--- config.mk ---
export PLATFORM = sky130hd
export DESIGN_NAME = btn_event_gen
export DESIGN_NICKNAME = d
export VERILOG_FILES = /design/src/rtl/btn_evt_pkg.sv /design/src/rtl/btn_evt_fifo.sv /design/src/rtl/btn_event_gen.sv
export SDC_FILE = /design/constraint.sdc
export NUM_CORES = 1
export LEC_CHECK = 0
export ABC_AREA = 1
export BUFFER_PORTS_ARGS = -buffer_cell sky130_fd_sc_hd__buf_2
export CORE_MARGIN = 2
export CORE_UTILIZATION = 25
export CTS_CLUSTER_DIAMETER = 80
export CTS_CLUSTER_SIZE = 30
export DETAILED_ROUTE_END_ITERATION = 8
export SETUP_SLACK_MARGIN = 0.15
export SLEW_MARGIN = 20
export SYNTH_ARGS = -nofsm -noshare
export SYNTH_HDL_FRONTEND = slang
export SYNTH_SLANG_ARGS = --single-unit
--- constraint.sdc ---
create_clock -name clk -period 5.9 [get_ports clk]
set_input_delay 0 -clock clk [delete_from_list [all_inputs] [get_ports clk]]
set_output_delay 0 -clock clk [all_outputs]
set_load 0.05 [all_outputs]
--- src/rtl/btn_evt_pkg.sv ---
// ---------------------------------------------------------------------------
// btn_evt_pkg
// Shared definitions for the button event generator:
//   - event type codes (PRESS / LONG / REPEAT / RELEASE)
//   - per-button hold FSM state encoding
//   - packed queued-event record {id, typ}
//   - small constant helper used for counter sizing
// ---------------------------------------------------------------------------
package btn_evt_pkg;

    localparam logic [1:0] EVT_PRESS   = 2'd0;
    localparam logic [1:0] EVT_LONG    = 2'd1;
    localparam logic [1:0] EVT_REPEAT  = 2'd2;
    localparam logic [1:0] EVT_RELEASE = 2'd3;

    typedef enum logic [1:0] {
        ST_IDLE = 2'd0,
        ST_HELD = 2'd1,
        ST_LONG = 2'd2
    } btn_state_e;

    // The id field is sized for the largest supported button count (256);
    // the top level only drives/uses the low $clog2(N_BTN) bits.
    localparam int EVT_ID_W_MAX = 8;

    typedef struct packed {
        logic [EVT_ID_W_MAX-1:0] id;
        logic [1:0]              typ;
    } btn_evt_t;

    function automatic int max_int(input int a, input int b);
        return (a > b) ? a : b;
    endfunction

endpackage

--- src/rtl/btn_evt_fifo.sv ---
// ---------------------------------------------------------------------------
// btn_evt_fifo
// Synchronous show-ahead FIFO. The head entry is always visible on pop_data;
// pop removes it. A push while full is accepted only if a pop happens in the
// same cycle (count then stays unchanged). Storage is reset so the head reads
// as zero out of reset.
//
// Parameters: WIDTH (entry width), DEPTH (power of two, >= 2)
// Ports:
//   clk        in   clock
//   rst_n      in   asynchronous active-low reset
//   push       in   write push_data at the tail
//   push_data  in   WIDTH
//   pop        in   drop the head entry (ignored when empty)
//   pop_data   out  WIDTH, current head entry
//   full       out  count == DEPTH
//   empty      out  count == 0
//   count      out  number of stored entries
// ---------------------------------------------------------------------------
module btn_evt_fifo #(
    parameter int WIDTH = 8,
    parameter int DEPTH = 4
) (
    input  logic                     clk,
    input  logic                     rst_n,
    input  logic                     push,
    input  logic [WIDTH-1:0]         push_data,
    input  logic                     pop,
    output logic [WIDTH-1:0]         pop_data,
    output logic                     full,
    output logic                     empty,
    output logic [$clog2(DEPTH):0]   count
);

    localparam int AW = $clog2(DEPTH);

    logic [WIDTH-1:0] mem_q [DEPTH];
    logic [WIDTH-1:0] mem_d [DEPTH];
    logic [AW-1:0]    wr_ptr_q, wr_ptr_d;
    logic [AW-1:0]    rd_ptr_q, rd_ptr_d;
    logic [AW:0]      count_q, count_d;
    logic             do_push, do_pop;

    assign empty    = (count_q == '0);
    assign full     = (count_q == (AW+1)'(DEPTH));
    assign do_pop   = pop & ~empty;
    assign do_push  = push & (~full | do_pop);
    assign pop_data = mem_q[rd_ptr_q];
    assign count    = count_q;

    always_comb begin
        mem_d    = mem_q;
        wr_ptr_d = wr_ptr_q;
        rd_ptr_d = rd_ptr_q;
        count_d  = count_q;
        if (do_push) begin
            mem_d[wr_ptr_q] = push_data;
            wr_ptr_d        = wr_ptr_q + 1'b1;
        end
        if (do_pop) begin
            rd_ptr_d = rd_ptr_q + 1'b1;
        end
        case ({do_push, do_pop})
            2'b10:   count_d = count_q + 1'b1;
            2'b01:   count_d = count_q - 1'b1;
            default: count_d = count_q;
        endcase
    end

    always_ff @(posedge clk or negedge rst_n) begin
        if (!rst_n) begin
            for (int i = 0; i < DEPTH; i++) begin
                mem_q[i] <= '0;
            end
            wr_ptr_q <= '0;
            rd_ptr_q <= '0;
            count_q  <= '0;
        end else begin
            mem_q    <= mem_d;
            wr_ptr_q <= wr_ptr_d;
            rd_ptr_q <= rd_ptr_d;
            count_q  <= count_d;
        end
    end

endmodule

--- src/rtl/btn_event_gen.sv ---
// ---------------------------------------------------------------------------
// btn_event_gen
// Turns debounced button levels into queued PRESS / LONG / REPEAT / RELEASE
// events. Each button runs a small hold-timer FSM that raises per-type
// pending flags; a fixed-priority arbiter (lowest button first, then
// PRESS < LONG < REPEAT < RELEASE) moves one flag per cycle into a
// show-ahead FIFO that is drained over a valid/ready handshake.
//
// Build option:
//   BTN_EVT_REPEAT_EN  when defined, REPEAT events are generated every
//                      REPEAT_CYCLES while a button stays in LONG. When not
//                      defined, LONG is silent until release and the REPEAT
//                      flag and its compare logic do not exist.
//
// Parameters: N_BTN (2..256), LONG_CYCLES (>= 2), REPEAT_CYCLES (>= 2),
//             FIFO_DEPTH (power of two, >= 2)
// Ports:
//   clk        in   clock
//   rst_n      in   asynchronous active-low reset
//   btn_in     in   N_BTN debounced levels, 1 = pressed
//   evt_valid  out  FIFO head valid
//   evt_ready  in   consumer accepts the head
//   evt_id     out  button index of the head event
//   evt_type   out  0 PRESS, 1 LONG, 2 REPEAT, 3 RELEASE
//   ovf        out  sticky: an event was lost
//   ovf_clr    in   clears ovf (a simultaneous loss wins)
//
// Per-button FSM
//   state   | meaning
//   IDLE    | button released, waiting for a rising edge
//   HELD    | pressed, counting towards the long-press threshold
//   LONG    | long press reported, counting repeat periods
// ---------------------------------------------------------------------------
module btn_event_gen
    import btn_evt_pkg::*;
#(
    parameter int N_BTN         = 4,
    parameter int LONG_CYCLES   = 50_000_000,
    parameter int REPEAT_CYCLES = 10_000_000,
    parameter int FIFO_DEPTH    = 4
) (
    input  logic                      clk,
    input  logic                      rst_n,
    input  logic [N_BTN-1:0]          btn_in,
    output logic                      evt_valid,
    input  logic                      evt_ready,
    output logic [$clog2(N_BTN)-1:0]  evt_id,
    output logic [1:0]                evt_type,
    output logic                      ovf,
    input  logic                      ovf_clr
);

    localparam int IDW   = $clog2(N_BTN);
    localparam int CW    = $clog2(max_int(LONG_CYCLES, REPEAT_CYCLES));
    localparam int NFLAG = 4 * N_BTN;
    localparam int GW    = $clog2(NFLAG);

    localparam logic [CW-1:0] LONG_TC = CW'(LONG_CYCLES - 1);
`ifdef BTN_EVT_REPEAT_EN
    localparam logic [CW-1:0] REPEAT_TC = CW'(REPEAT_CYCLES - 1);
    localparam logic [3:0]    FLAG_MASK = 4'b1111;
`else
    // REPEAT flag bit is tied off so its flops are removed.
    localparam logic [3:0]    FLAG_MASK = 4'b1011;
`endif

    logic [N_BTN-1:0]          btn_prev_q, btn_prev_d;
    logic [NFLAG-1:0]          pend_q, pend_d;
    logic [NFLAG-1:0]          set_vec;
    logic [NFLAG-1:0]          gnt_vec;
    logic [NFLAG-1:0]          loss_vec;
    logic                      ovf_q, ovf_d;
    logic [GW-1:0]             gnt_idx;
    logic                      gnt_any;
    btn_evt_t                  push_evt;
    btn_evt_t                  head;
    logic                      fifo_full, fifo_empty;
    logic [$clog2(FIFO_DEPTH):0] fifo_count;
    logic                      unused_bits;

    assign btn_prev_d = btn_in;

    // -----------------------------------------------------------------------
    // Per-button hold FSM and counter. Flags are laid out as 4 bits per
    // button, indexed by event type, so the flat index doubles as priority.
    // -----------------------------------------------------------------------
    for (genvar b = 0; b < N_BTN; b++) begin : g_btn
        btn_state_e    state_q, state_d;
        logic [CW-1:0] cnt_q, cnt_d;
        logic [3:0]    set_b;
        logic          rise, fall;

        assign rise = btn_in[b] & ~btn_prev_q[b];
        assign fall = ~btn_in[b] & btn_prev_q[b];

        always_comb begin
            state_d = state_q;
            cnt_d   = cnt_q;
            set_b   = '0;
            case (state_q)
                ST_IDLE: begin
                    if (rise) begin
                        set_b[EVT_PRESS] = 1'b1;
                        cnt_d            = '0;
                        state_d          = ST_HELD;
                    end
                end
                ST_HELD: begin
                    if (fall) begin
                        set_b[EVT_RELEASE] = 1'b1;
                        cnt_d              = '0;
                        state_d            = ST_IDLE;
                    end else if (btn_in[b]) begin
                        if (cnt_q == LONG_TC) begin
                            set_b[EVT_LONG] = 1'b1;
                            cnt_d           = '0;
                            state_d         = ST_LONG;
                        end else begin
                            cnt_d = cnt_q + 1'b1;
                        end
                    end
                end
                ST_LONG: begin
                    if (fall) begin
                        set_b[EVT_RELEASE] = 1'b1;
                        cnt_d              = '0;
                        state_d            = ST_IDLE;
                    end
`ifdef BTN_EVT_REPEAT_EN
                    else if (btn_in[b]) begin
                        if (cnt_q == REPEAT_TC) begin
                            set_b[EVT_REPEAT] = 1'b1;
                            cnt_d             = '0;
                        end else begin
                            cnt_d = cnt_q + 1'b1;
                        end
                    end
`endif
                end
                default: begin
                    state_d = ST_IDLE;
                    cnt_d   = '0;
                end
            endcase
        end

        always_ff @(posedge clk or negedge rst_n) begin
            if (!rst_n) begin
                state_q <= ST_IDLE;
                cnt_q   <= '0;
            end else begin
                state_q <= state_d;
                cnt_q   <= cnt_d;
            end
        end

        assign set_vec[4*b +: 4] = set_b & FLAG_MASK;
    end

    // -----------------------------------------------------------------------
    // Arbiter: first set flag in flat order wins, only while FIFO has room.
    // -----------------------------------------------------------------------
    always_comb begin
        gnt_vec = '0;
        gnt_idx = '0;
        gnt_any = 1'b0;
        if (!fifo_full) begin
            for (int i = 0; i < NFLAG; i++) begin
                if (!gnt_any && pend_q[i]) begin
                    gnt_vec[i] = 1'b1;
                    gnt_idx    = GW'(i);
                    gnt_any    = 1'b1;
                end
            end
        end
    end

    always_comb begin
        push_evt     = '0;
        push_evt.id  = EVT_ID_W_MAX'(gnt_idx[GW-1:2]);
        push_evt.typ = gnt_idx[1:0];
    end

    // A set on a flag that is being granted this cycle re-arms it, so only a
    // set on a flag that remains pending counts as a lost event.
    always_comb begin
        loss_vec = set_vec & pend_q & ~gnt_vec;
        pend_d   = ((pend_q & ~gnt_vec) | set_vec) & {N_BTN{FLAG_MASK}};
        ovf_d    = ovf_q;
        if (|loss_vec) begin
            ovf_d = 1'b1;
        end else if (ovf_clr) begin
            ovf_d = 1'b0;
        end
    end

    always_ff @(posedge clk or negedge rst_n) begin
        if (!rst_n) begin
            btn_prev_q <= '0;
            pend_q     <= '0;
            ovf_q      <= 1'b0;
        end else begin
            btn_prev_q <= btn_prev_d;
            pend_q     <= pend_d;
            ovf_q      <= ovf_d;
        end
    end

    btn_evt_fifo #(
        .WIDTH ($bits(btn_evt_t)),
        .DEPTH (FIFO_DEPTH)
    ) u_fifo (
        .clk       (clk),
        .rst_n     (rst_n),
        .push      (gnt_any),
        .push_data (push_evt),
        .pop       (evt_valid & evt_ready),
        .pop_data  (head),
        .full      (fifo_full),
        .empty     (fifo_empty),
        .count     (fifo_count)
    );

    assign evt_valid = ~fifo_empty;
    assign evt_id    = head.id[IDW-1:0];
    assign evt_type  = head.typ;
    assign ovf       = ovf_q;

    // Upper id bits are constant zero at this button count; occupancy is
    // not needed beyond empty/full.
    assign unused_bits = ^{fifo_count, head.id};

endmodule

==> impl_metrics.sql <==
INSERT INTO impl_metrics (metric_group, metric, value, unit) VALUES
('run_status', 'run_status', 'finished, violations left', ''),
('run_status', 'violated_checks', 'design-rule violations', ''),
('synth', 'synth.net_count', '1237', ''),
('critical_path', 'r2r_cells', '13', ''),
('floorplan', 'floorplan.core_area', '35700', 'um^2'),
('synth', 'post_synth_instance_area', '9060', 'um^2'),
('sta', 'worst-slew-pin-transition', '0.826', 'ns'),
('floorplan', 'count_of_boundary_i_o_pins', '14', ''),
('sta', 'report.final.hold_viol_count', '0', ''),
('sta', 'grt_setup_unrepaired', 'false', ''),
('synth', 'syn_area_per_cell', '7.51', 'um^2'),
('critical_path', 'crit_path_max_fanout', '6', ''),
('critical_path', 'cp.arrival', '2.72', 'ns'),
('sta', 'min_period_over_period', '41.0', '%'),
('placed_design', 'placed_cells', '1670', ''),
('clock_network', 'cts-htree-levels', '4', ''),
('clock_network', 'clock_path_buffers', '2', ''),
('synth', 'yosys_most_used_dff', 'dfrtp_1', ''),
('grt', 'met1_usage', '14.7', '%'),
('routing', 'routedWlPerCell', '11.7', 'um'),
('floorplan', 'rows', '69', ''),
('final_layout', 'insertedDiodeCount', '0', ''),
('power_and_ir_drop', 'max-vdd-ir-drop', '0.231', 'mV'),
('grt', 'grt_antenna_before_repair', '1', ''),
('sta', 'finalClockSkew', '0.00792', 'ns'),
('routing', 'route.antenna.remaining_nets', '0', ''),
('synth', 'synth.lib_cells_used.distinct', '57', ''),
('clock_network', 'worst_setup_hold_path_clk_slew', '0.06', 'ns'),
('synth', 'synth_seq_cells', '152', ''),
('grt', 'gr-max-usage-layer', 'met2', ''),
('synth', 'synth_top_area_cell', 'dfrtp_1', ''),
('power_and_ir_drop', 'cellLeakagePower', '4.59', 'nW'),
('synth', 'synth.top_cell.area_share', '42.0', '%'),
('sta', 'fmax', '413', 'MHz'),
('synth', 'post_synth_main_area_contributors', 'dfrtp_1 42%, nand2_1 11%, inv_1 6.6%', ''),
('final_layout', 'area_growth', '14.8', '%'),
('clock_network', 'clock_latency', '0.42', 'ns'),
('sta', 'fin_setup_tns', '0', 'ns'),
('critical_path', 'r2r_start', 'pend_q[1]$_DFF_PN0_', ''),
('clock_network', 'cts_resized', '0', ''),
('floorplan', 'die_area', '37800', 'um^2'),
('grt', 'globalRoute.totalOverflow', '0', ''),
('routing', 'routed_wirelength', '19.9', 'mm'),
('synth', 'synth.yosys.seq_area_share', '42.0', '%'),
('clock_network', 'clk_root_buffer_cell', 'clkbuf_16', ''),
('sta', 'timing.hold.ws', '0.209', 'ns'),
('placed_design', 'dpl.hpwl', '14.6', 'mm'),
('sta', 'timing.slew.headroom', '44.9', '%'),
('grt', 'grt_pass1_vias', '7577', ''),
('routing', 'post_drt_via_cell_ratio', '4.56', ''),
('placed_design', 'place.port_buffers', '13', ''),
('synth', 'synth-edff-count', '0', ''),
('grt', 'global_route.usage.total', '11.0', '%'),
('critical_path', 'worst-endpoint-required', '6.20', 'ns'),
('sta', 'max_slew_violation_total_from_the_final_report', '0', ''),
('power_and_ir_drop', 'power.density_cell_area', '387', 'nW/um^2'),
('routing', 'vias', '7788', ''),
('routing', 'detailedRoute.firstIterationViolations', '465', ''),
('final_layout', 'postLayoutCoreUtil', '29.2', '%'),
('critical_path', 'timing_worst_setup_path_type', 'reg2reg', ''),
('clock_network', 'tritoncts', 'yes', ''),
('power_and_ir_drop', 'fin_total_pwr', '4.03', 'mW'),
('final_layout', 'layout.cells.most_common_list', '265 x nand2_1, 160 x inv_1, 155 x nor2_1', ''),
('clock_network', 'clock_sinks', '152', ''),
('final_layout', 'post_layout_nonfiller_instances', '1708', ''),
('floorplan', 'starting_density_of_the_core', '25.4', '%'),
('hold_path', 'min-delay-path-class', 'in2async', ''),
('critical_path', 'critical_path.startpoint_type', 'flip-flop', ''),
('final_layout', 'layout.cells.most_common', 'nand2_1', ''),
('routing', 'drc', '4', ''),
('sta', 'final_period_minus_worst_setup_slack', '2.42', 'ns');
registers in the layout, summed over array words and instances, names as in the netlist:
register         count
g_btn.cnt_q        104
u_fifo.mem_q        16
pend_q              12
g_btn.state_q        8
btn_prev_q           4
u_fifo.count         3
u_fifo.rd_ptr_q      2
u_fifo.wr_ptr_q      2
ovf                  1
worst max-delay path, cell delays in order, from the launching register on:
cell	delay, ns
dfrtp_1	0.41
nor2_1	0.11
nand2_1	0.11
nor2_4	0.20
nand4_4	0.13
nor2_4	0.13
nand3_1	0.10
nand2_2	0.12
ha_1	0.17
inv_1	0.06
fa_1	0.38
a21oi_1	0.14
o21ai_0	0.10
xor2_1	0.15
Yosys cell counts, types with 3 or more instances:
master	number
nand4_1	35
nor3_1	44
nand3_1	77
nor2_4	11
o21ai_0	71
a21oi_1	51
nor4_1	9
and2_1	3
a31oi_1	5
or2_2	4
inv_2	8
inv_1	160
xnor2_1	3
nor2_2	5
nand2_4	5
dfrtp_1	152
nor3_2	6
xor2_1	26
nand2_2	22
nand3_2	5
ha_1	21
o22ai_1	5
nor2_1	155
nand2_1	265
o21a_1	3
buf_2	8
o21ai_1	7
cell families (layout without fill, tap and decap cells):
logic type | Yosys count | count (layout) | share of synthesized area (%)
compound gates | 160 | 160 | 9.71
simple gates | 659 | 659 | 34.4
xor+xnor | 29 | 29 | 2.80
fa+ha+maj | 22 | 22 | 3.12
buf+inv | 185 | 225 | 8.02
flops | 152 | 152 | 42.0
power breakdown:
group / internal [mW] / leakage (nW) / switching [mW]
clock: 0.840 / 0.338 / 0.452
combinational: 0.394 / 2.21 / 1.03
sequential: 1.20 / 2.05 / 0.115
total: 2.43 / 4.59 / 1.60
metal layers:
layer,vias to the layer above,part of all wire (%)
met5,-,0.065
met4,2,1.4
met3,27,3.1
met2,122,46
met1,3653,49
li1,3984,-
how the worst max path moves through the flow:
stage / startpoint / end / depth (start not counted)
floorplan: pend_q[1]$_DFF_PN0_ / u_fifo.count[2]$_DFFE_PN0P_ / 13
global placement: pend_q[1]$_DFF_PN0_ / u_fifo.count[2]$_DFFE_PN0P_ / 13
detailed placement: g_btn[1].state_q[1]$_DFFE_PN0P_ / g_btn[1].cnt_q[12]$_DFFE_PN0P_ / 10
CTS: pend_q[1]$_DFF_PN0_ / u_fifo.count[2]$_DFFE_PN0P_ / 13
global route: g_btn[1].state_q[1]$_DFFE_PN0P_ / g_btn[1].cnt_q[12]$_DFFE_PN0P_ / 10
finish: pend_q[1]$_DFF_PN0_ / u_fifo.count[2]$_DFFE_PN0P_ / 13
stage by stage:
step / setup slack (ns) / area [um^2]
CTS: 3.48 / 10400
global route: 3.20 / 10400
global placement: 3.51 / 9640
detailed placement: 3.49 / 9640
finish: 3.48 / 10400
floorplan: 3.68 / 9060
timing repair:
item	in CTS	in global routing
buffers inserted	0	0
hold endpoints to repair	96	0
hold buffers	6	0
final cells by class:
class	count	area, um^2
fillers	3811	25300
multi-input cells	870	4530
flip-flops and latches	152	3800
inverters	173	657
well taps	461	577
clock buffers	17	425
clock inverters	15	272
repair buffers	20	139
(Power assumes the default switching activity.)
